**src/rtl/output_arbiter.sv**
```systemverilog
// Per-output round-robin switch allocator: holds a grant for a whole packet and paces serial flit writes.
// Optional ARB_BACK_TO_BACK_EN: re-arbitrate on the last flit so consecutive packets need no idle cycle.
module output_arbiter #(
  parameter int packet_size = 32,
  parameter int flit_size   = 4
) (
  input  logic       clk,
  input  logic       reset,
  input  logic [4:0] request,
  input  logic [4:0] src_empty,
  input  logic       downstream_full,
  output logic [4:0] grant,
  output logic       grant_valid,
  output logic [2:0] mux_select,
  output logic       write_fifo,
  output logic [4:0] stall_out,
  output logic       packet_done
);

  localparam int flits_per_packet = packet_size / flit_size;
  localparam int cw = $clog2(flits_per_packet + 1);

  typedef enum logic {IDLE, BUSY} state_t;

  state_t         state, state_next;
  logic [4:0]     grant_next;
  logic [2:0]     mux_next;
  logic [2:0]     ptr, ptr_next;
  logic [cw-1:0]  count, count_next;
  logic           last_flit;
  logic [3:0]     idle_pick;

  function automatic logic [2:0] wrap_inc(input logic [2:0] v);
    return (v == 3'd4) ? 3'd0 : v + 3'd1;
  endfunction

  // Returns {found, index} of the first set request bit at or after base, modulo 5.
  function automatic logic [3:0] pick(input logic [4:0] req, input logic [2:0] base);
    logic [3:0] res;
    logic [2:0] idx;
    res = 4'd0;
    idx = base;
    for (int k = 0; k < 5; k++) begin
      if (!res[3] && req[idx])
        res = {1'b1, idx};
      idx = wrap_inc(idx);
    end
    return res;
  endfunction

  assign idle_pick   = pick(request, ptr);
  assign write_fifo  = (state == BUSY) && !downstream_full && !src_empty[mux_select];
  assign last_flit   = write_fifo && (count == cw'(1));
  assign packet_done = last_flit;
  assign grant_valid = |grant;

  // grant is zero during reset and idle, so every stall bit then mirrors request.
  genvar gi;
  generate
    for (gi = 0; gi < 5; gi++) begin : g_stall
      assign stall_out[gi] = grant[gi] ? ~write_fifo : request[gi];
    end
  endgenerate

`ifdef ARB_BACK_TO_BACK_EN
  logic [3:0] next_pick;
  assign next_pick = pick(request, wrap_inc(mux_select));
`endif

  always_comb begin
    state_next = state;
    grant_next = grant;
    mux_next   = mux_select;
    ptr_next   = ptr;
    count_next = count;
    case (state)
      IDLE: begin
        if (idle_pick[3]) begin
          grant_next = 5'b00001 << idle_pick[2:0];
          mux_next   = idle_pick[2:0];
          count_next = cw'(flits_per_packet);
          state_next = BUSY;
        end
      end
      BUSY: begin
        if (write_fifo) begin
          count_next = count - cw'(1);
          if (last_flit) begin
            ptr_next   = wrap_inc(mux_select);
            grant_next = 5'b00000;
            state_next = IDLE;
`ifdef ARB_BACK_TO_BACK_EN
            if (next_pick[3]) begin
              grant_next = 5'b00001 << next_pick[2:0];
              mux_next   = next_pick[2:0];
              count_next = cw'(flits_per_packet);
              state_next = BUSY;
            end
`endif
          end
        end
      end
      default: state_next = IDLE;
    endcase
  end

  always_ff @(posedge clk or posedge reset) begin
    if (reset) begin
      state      <= IDLE;
      grant      <= 5'b00000;
      mux_select <= 3'd0;
      ptr        <= 3'd0;
      count      <= '0;
    end else begin
      state      <= state_next;
      grant      <= grant_next;
      mux_select <= mux_next;
      ptr        <= ptr_next;
      count      <= count_next;
    end
  end

endmodule

```
**config.mk**
```make
export PLATFORM = sky130hd
export DESIGN_NAME = output_arbiter
export DESIGN_NICKNAME = d
export VERILOG_FILES = /design/src/rtl/output_arbiter.sv
export SDC_FILE = /design/constraint.sdc
export NUM_CORES = 1
export LEC_CHECK = 0
export CORE_ASPECT_RATIO = 1.4
export CORE_MARGIN = 4
export CORE_UTILIZATION = 35
export CTS_CLUSTER_SIZE = 24
export DETAILED_ROUTE_END_ITERATION = 10
export DONT_BUFFER_PORTS = 1
export GPL_TIMING_DRIVEN = 0
export PLACE_DENSITY_LB_ADDON = 0.3
export SLEW_MARGIN = 10
export SYNTH_ARGS = -nofsm -noshare
export SYNTH_HDL_FRONTEND = slang
export SYNTH_SLANG_ARGS = --single-unit
```
**constraint.sdc**
```tcl
create_clock -name clk -period 5.4 [get_ports clk]
set_input_delay 0.54 -clock clk [delete_from_list [all_inputs] [get_ports clk]]
set_output_delay 0.54 -clock clk [all_outputs]
set_load 0.005 [all_outputs]
```
==> impl_metrics.json, run 1 <==
{
  "cts.path.max_buffers": 2,
  "cts_setup_buffers": 0,
  "num_rows": 29,
  "grt_use_total_pct": 15.28,
  "place_area_um2": 1735,
  "ys_ff_latch": 16,
  "grt_overflow": 0,
  "synth_edf_count": 0,
  "dp.final_hpwl_mm": 3.482,
  "worstSkewPairLatency_ps": 240,
  "setup_viol": 0,
  "synth_ff_type": "dfrtp_1",
  "ctsHtreeMaxLevel": 1,
  "routed_via_density": 5.868,
  "io_pins": 29,
  "fin_crit_ps": 4949,
  "drv_slew": 0,
  "grt_max_degree": 17,
  "cts_buffers": 3,
  "drive_above_1_share_pct": 11.28,
  "async_reset_ff_share_pct": 100.0,
  "cts_resized": 0,
  "gp_congestion": 0.8185,
  "num_antenna_cells": 0,
  "synthDistinctLibCells": 57,
  "cts_tree": "built",
  "start_kind": "flop",
  "grt_first_pass_wirelength_mm": 7.169,
  "crit_fanout": 10,
  "clk_pin_slew_ps": 60,
  "initialDrtViolationCount": 99,
  "rsz0062_at_grt": "false",
  "timing.fmax_mhz": 202.1,
  "syn-num-nets": 216,
  "drc": 0,
  "cts_hold_repair.buffers": 0,
  "worstSetupPathType": "reg2reg",
  "syn_avg_cell_area_um2": 8.635,
  "die_x_um": 66.17,
  "grt_pass1_vias": 1488,
  "wl_mm": 4.300,
  "finalHoldViolCount": 0,
  "crit_arrival_ps": 5130,
  "syn_area_um2": 1658,
  "finClkSkew_ps": 4.958,
  "fp.dieH_um": 89.43,
  "antenna_found_initial": 0,
  "seq_area_frac_synth_pct": 24.15,
  "wl_per_cell_um": 16.73,
  "ys_warn_count": 0,
  "finalCritPeriodShare_pct": 91.64,
  "ant_nets": 0,
  "die_area_um2": 5917,
  "first_pass_iters": 4,
  "cp.required_ps": 5580,
  "synth_cells": 192,
  "area_growth_pct": 7.170,
  "clock_sinks": 16,
  "max-cap-violations": 0,
  "min_path_type": "in2async",
  "synth_largest_area_cell": "dfrtp_1",
  "num_vias": 1508,
  "setup_tns_ps": 0,
  "status": "finished, final reports clean",
  "yosys-top-cells-area": "dfrtp_1, ha_1, inv_1",
  "yosysTopAreaCellShare_pct": 24.15,
  "endpoint_kind": "flop",
  "slew_headroom_pct": 33.76,
  "tightest_slew_ps": 968.6,
  "r2r_start": "ptr[0]",
  "final_area_um2": 1777,
  "start_util_pct": 36.26,
  "cts-root-buf": "clkbuf_8",
  "ff2ff_setup_slack_ps": 450,
  "cp-startpoint": "ptr[0]",
  "core_um2": 4572,
  "layout.nets": 221,
  "portBuffers": 0
}
==> registers in the layout, indices dropped and copies added, names as in the netlist <==
name        count
count           4
state           1
mux_select      3
grant           5
ptr             3
==> synthesized netlist by cell type (all sizes together), types with 2 or more instances <==
cell type	instances
o21ai	9
nor4b	2
clkbuf	3
mux4	2
nor2	16
a211oi	2
a21oi	11
nor3	6
o32ai	2
xor2	2
a21boi	2
o311ai	2
dfrtp	16
nor4	2
a221oi	2
and2	2
a21o	3
a31oi	3
ha	11
or3b	2
nor3b	3
mux2i	6
and4	2
nand2b	4
nand2	9
a32o	2
buf	2
or4	3
a211o	3
nand3	8
a311oi	2
a2111oi	4
mux2	6
and3	5
inv	20
==> placed cells by master, fill, tap and decap left out, drive strengths merged, types with 4 or more instances in the layout <==
cell type   n
a2111oi     4
a21oi      11
and3        5
clkbuf      6
dfrtp      16
ha         11
inv        20
mux2        6
mux2i       6
nand2       9
nand2b      4
nand3       8
nor2       16
nor3        6
o21ai       9
==> metal layers <==
metal / vias to the layer above / part of all wire (%) / global-route usage [%]
li1: 737 / - / -
met1: 733 / 42 / 18.23
met2: 32 / 52 / 28.18
met3: 6 / 4.8 / 2.642
met4: 0 / 1.4 / 3.512
met5: - / 0 / 0
==> area by class of cell <==
cell class / instances / area [um2]
buffer: 5 / 20.02
inverter: 21 / 78.83
sequential: 16 / 400.4
multi-input combinational: 150 / 1159
tap: 62 / 77.57
fill: 499 / 2795
clock buffer: 3 / 41.29
==> critical path, stage by stage (launching register included) <==
cell and delay, ps:
dfrtp_1 430, clkbuf_1 400, inv_1 180, ha_1 290, a21o_1 220, ha_1 230, o21ai_1 170, a22o_1 330
clkinv_1 230, ha_1 330, or4_4 590, a221oi_1 430, a2111oi_0 130, and3_1 230, a211oi_1 450, a32o_1 240
==> stage by stage <==
stage | hold WS, ps | std cells | setup WS, ps | util, %
global placement | 502.4 | 254 | 496.3 | 37.96
detailed placement | 517.8 | 254 | 497.5 | 37.96
floorplan | 453.7 | 192 | 1222 | -
CTS | 282.4 | 257 | 466.2 | 38.86
global route | 295.8 | 257 | 48.70 | 38.86
finish | 254.6 | 257 | 451.4 | 38.86
==> path summary, 6_finish.rpt <==
| path | end | cells after the start |
|---|---|---|
| worst max-delay path | grant[1] | 15 |
| worst min-delay path | mux_select[0] | 1 |
| worst max register to register | grant[1] | 15 |
| worst min register to register | count[3] | 2 |
| max in group asynchronous | state | 1 |
| min in group clk | count[3] | 2 |
==> logic make-up after synthesis <==
group	synth area share (%)
AND/OR/NAND/NOR	24.60
AO/OA/AOI/OAI	24.98
buffers and inverters	5.961
flip-flops	24.15
multiplexers	10.41
adder cells (fa/ha/maj)	8.302
XOR/XNOR	1.585
Power of run 1 is left out: the tool's default activity adds up to more than one toggle a clock period on the data nets, which glitch-free logic cannot reach.
==> inputs of run 2 (changes only) <==
--- a/config.mk
+++ b/config.mk
@@ -12,7 +12,7 @@
 export DETAILED_ROUTE_END_ITERATION = 10
 export DONT_BUFFER_PORTS = 1
 export GPL_TIMING_DRIVEN = 0
-export PLACE_DENSITY_LB_ADDON = 0.3
+export PLACE_DENSITY = 0.6
 export SLEW_MARGIN = 10
 export SYNTH_ARGS = -nofsm -noshare
 export SYNTH_HDL_FRONTEND = slang
==> constraint.sdc (replaced) <==
create_clock -name clk -period 4.44 [get_ports clk]
set_input_delay 0.444 -clock clk [delete_from_list [all_inputs] [get_ports clk]]
set_output_delay 0.444 -clock clk [all_outputs]
set_load 0.005 [all_outputs]
==> run 2 against run 1 <==
Net effect:
- flip-flop and latch count stayed put
- largest cell class unchanged
- non-clock buffer count up 2
- via count is 0.13% lower
- critical path depth unchanged
- hold slack got worse by 100 ps
- clock-buffer cell count rose by 1
- critical path type unchanged
- utilization grew 2.1 points
- fmax is 18% higher
==> impl_metrics.json, run 2 (same netlist as run 1, synthesis figures left out) <==
{
  "drive_above_1_share_pct": 18.18,
  "num_antenna_cells": 0,
  "fin_crit_ps": 4183,
  "place_area_um2": 1735,
  "finalCritPeriodShare_pct": 94.21,
  "core_um2": 4572,
  "final_cell_mix": "inv_1, nor2_1, dfrtp_1",
  "largest_register": "grant",
  "start_util_pct": 36.26,
  "cts_buffers": 3,
  "setup_ws_ps": 256.9,
  "die_x_um": 66.17,
  "crit_fanout": 10,
  "cts.path.max_buffers": 2,
  "start_kind": "flop",
  "wl_mm": 4.472,
  "drv_slew": 0,
  "die_area_um2": 5917,
  "pre_cts_ws_ps": -465.0,
  "routed_via_density": 5.792,
  "grt_pass1_vias": 1532,
  "cts-root-buf": "clkbuf_8",
  "max-cap-violations": 0,
  "gp_congestion": 0.8289,
  "dp.final_hpwl_mm": 3.543,
  "grt_max_degree": 17,
  "finClkSkew_ps": 7.344,
  "antenna_found_initial": 0,
  "largest_reg_flops": 5,
  "min_path_type": "in2async",
  "final_area_um2": 1873,
  "num_vias": 1506,
  "drc": 0,
  "timing.fmax_mhz": 239.1,
  "area_growth_pct": 12.98,
  "hold_slack_ps": 153.4,
  "grt_use_total_pct": 16.08,
  "setup_viol": 0,
  "first_pass_iters": 5,
  "wl_per_cell_um": 17.20,
  "reg_top3": "grant: 5 flops, count: 4 flops",
  "cp.required_ps": 4580,
  "reg2regPathDepth": 15,
  "worstSetupPathType": "reg2reg",
  "grt_overflow": 0,
  "rsz0062_at_grt": "false",
  "crit_arrival_ps": 4330,
  "slew_headroom_pct": 47.20,
  "io_pins": 29,
  "endpoint_kind": "flop",
  "cts_hold_repair.buffers": 0,
  "ant_nets": 0,
  "cts_tree": "built",
  "grt_first_pass_wirelength_mm": 7.472,
  "ctsHtreeMaxLevel": 1,
  "clk_pin_slew_ps": 70,
  "clock_sinks": 16,
  "tightest_slew_ps": 790.0,
  "fp.dieH_um": 89.43,
  "portBuffers": 0,
  "finalHoldViolCount": 0,
  "mostFrequentLayoutCell": "inv_1",
  "status": "finished, final reports clean",
  "num_rows": 29,
  "worstSkewPairLatency_ps": 250,
  "fin_util_pct": 40.97,
  "layout.nets": 223,
  "initialDrtViolationCount": 93
}
run 2: cell count changes in the layout (fill, tap and decap cells not counted), sizes merged:
cell / before / now
clkbuf: 6 / 7
clkinvlp: 0 / 1
buf: 2 / 4
clkinv: 1 / 0
run 2: final cells by class:
cell class | count | area, um2
Fill cell | 490 | 2699
Inverter | 21 | 82.58
Sequential cell | 16 | 401.6
Multi-Input combinational cell | 150 | 1215
Clock buffer | 4 | 55.05
Tap cell | 62 | 77.57
Buffer | 5 | 26.28
Timing Repair Buffer | 2 | 15.01
run 2: per-layer routing:
metal  share of wire [%]  up-vias  global-route usage, %
li1                    -      740                      -
met1                  39      727                  18.00
met2                  54       32                  30.08
met3                 5.0        7                  2.767
met4                 1.2        0                  5.730
met5                   0        -                      0
run 2: worst paths after layout:
kind	from	to	slack (ps)
worst max-delay path	ptr[0]	mux_select[0]	260
worst min-delay path	reset	count[3]	150
worst max register to register	ptr[0]	mux_select[0]	260
worst min register to register	count[3]	count[3]	560
max in group asynchronous	reset	ptr[0]	3840
min in group clk	downstream_full	count[1]	430
run 2: timing repair:
item / in CTS / in global routing
setup endpoints to repair: 13 / 13
resized for setup: 7 / 10
setup buffers: 0 / 2
pin swaps: 0 / 1
run 2: stage by stage:
step,TNS [ps],std cells
6_report,0,260
5_1_grt,0,260
4_1_cts,0,258
3_5_place_dp,-4151,254
3_3_place_gp,-3935,254
2_1_floorplan,0,192
run 2: worst max-delay path, stage by stage, from the launching register on:
cell	delay, ps
dfrtp_2	420
clkbuf_4	220
inv_1	100
ha_2	390
inv_1	70
ha_1	220
o21ai_2	100
a22o_4	190
clkinvlp_4	140
ha_1	290
or4_4	590
a2111oi_4	350
a211oi_2	130
or3b_1	390
nor3b_2	200
mux2_2	270
Power of run 2 is left out for the same reason.
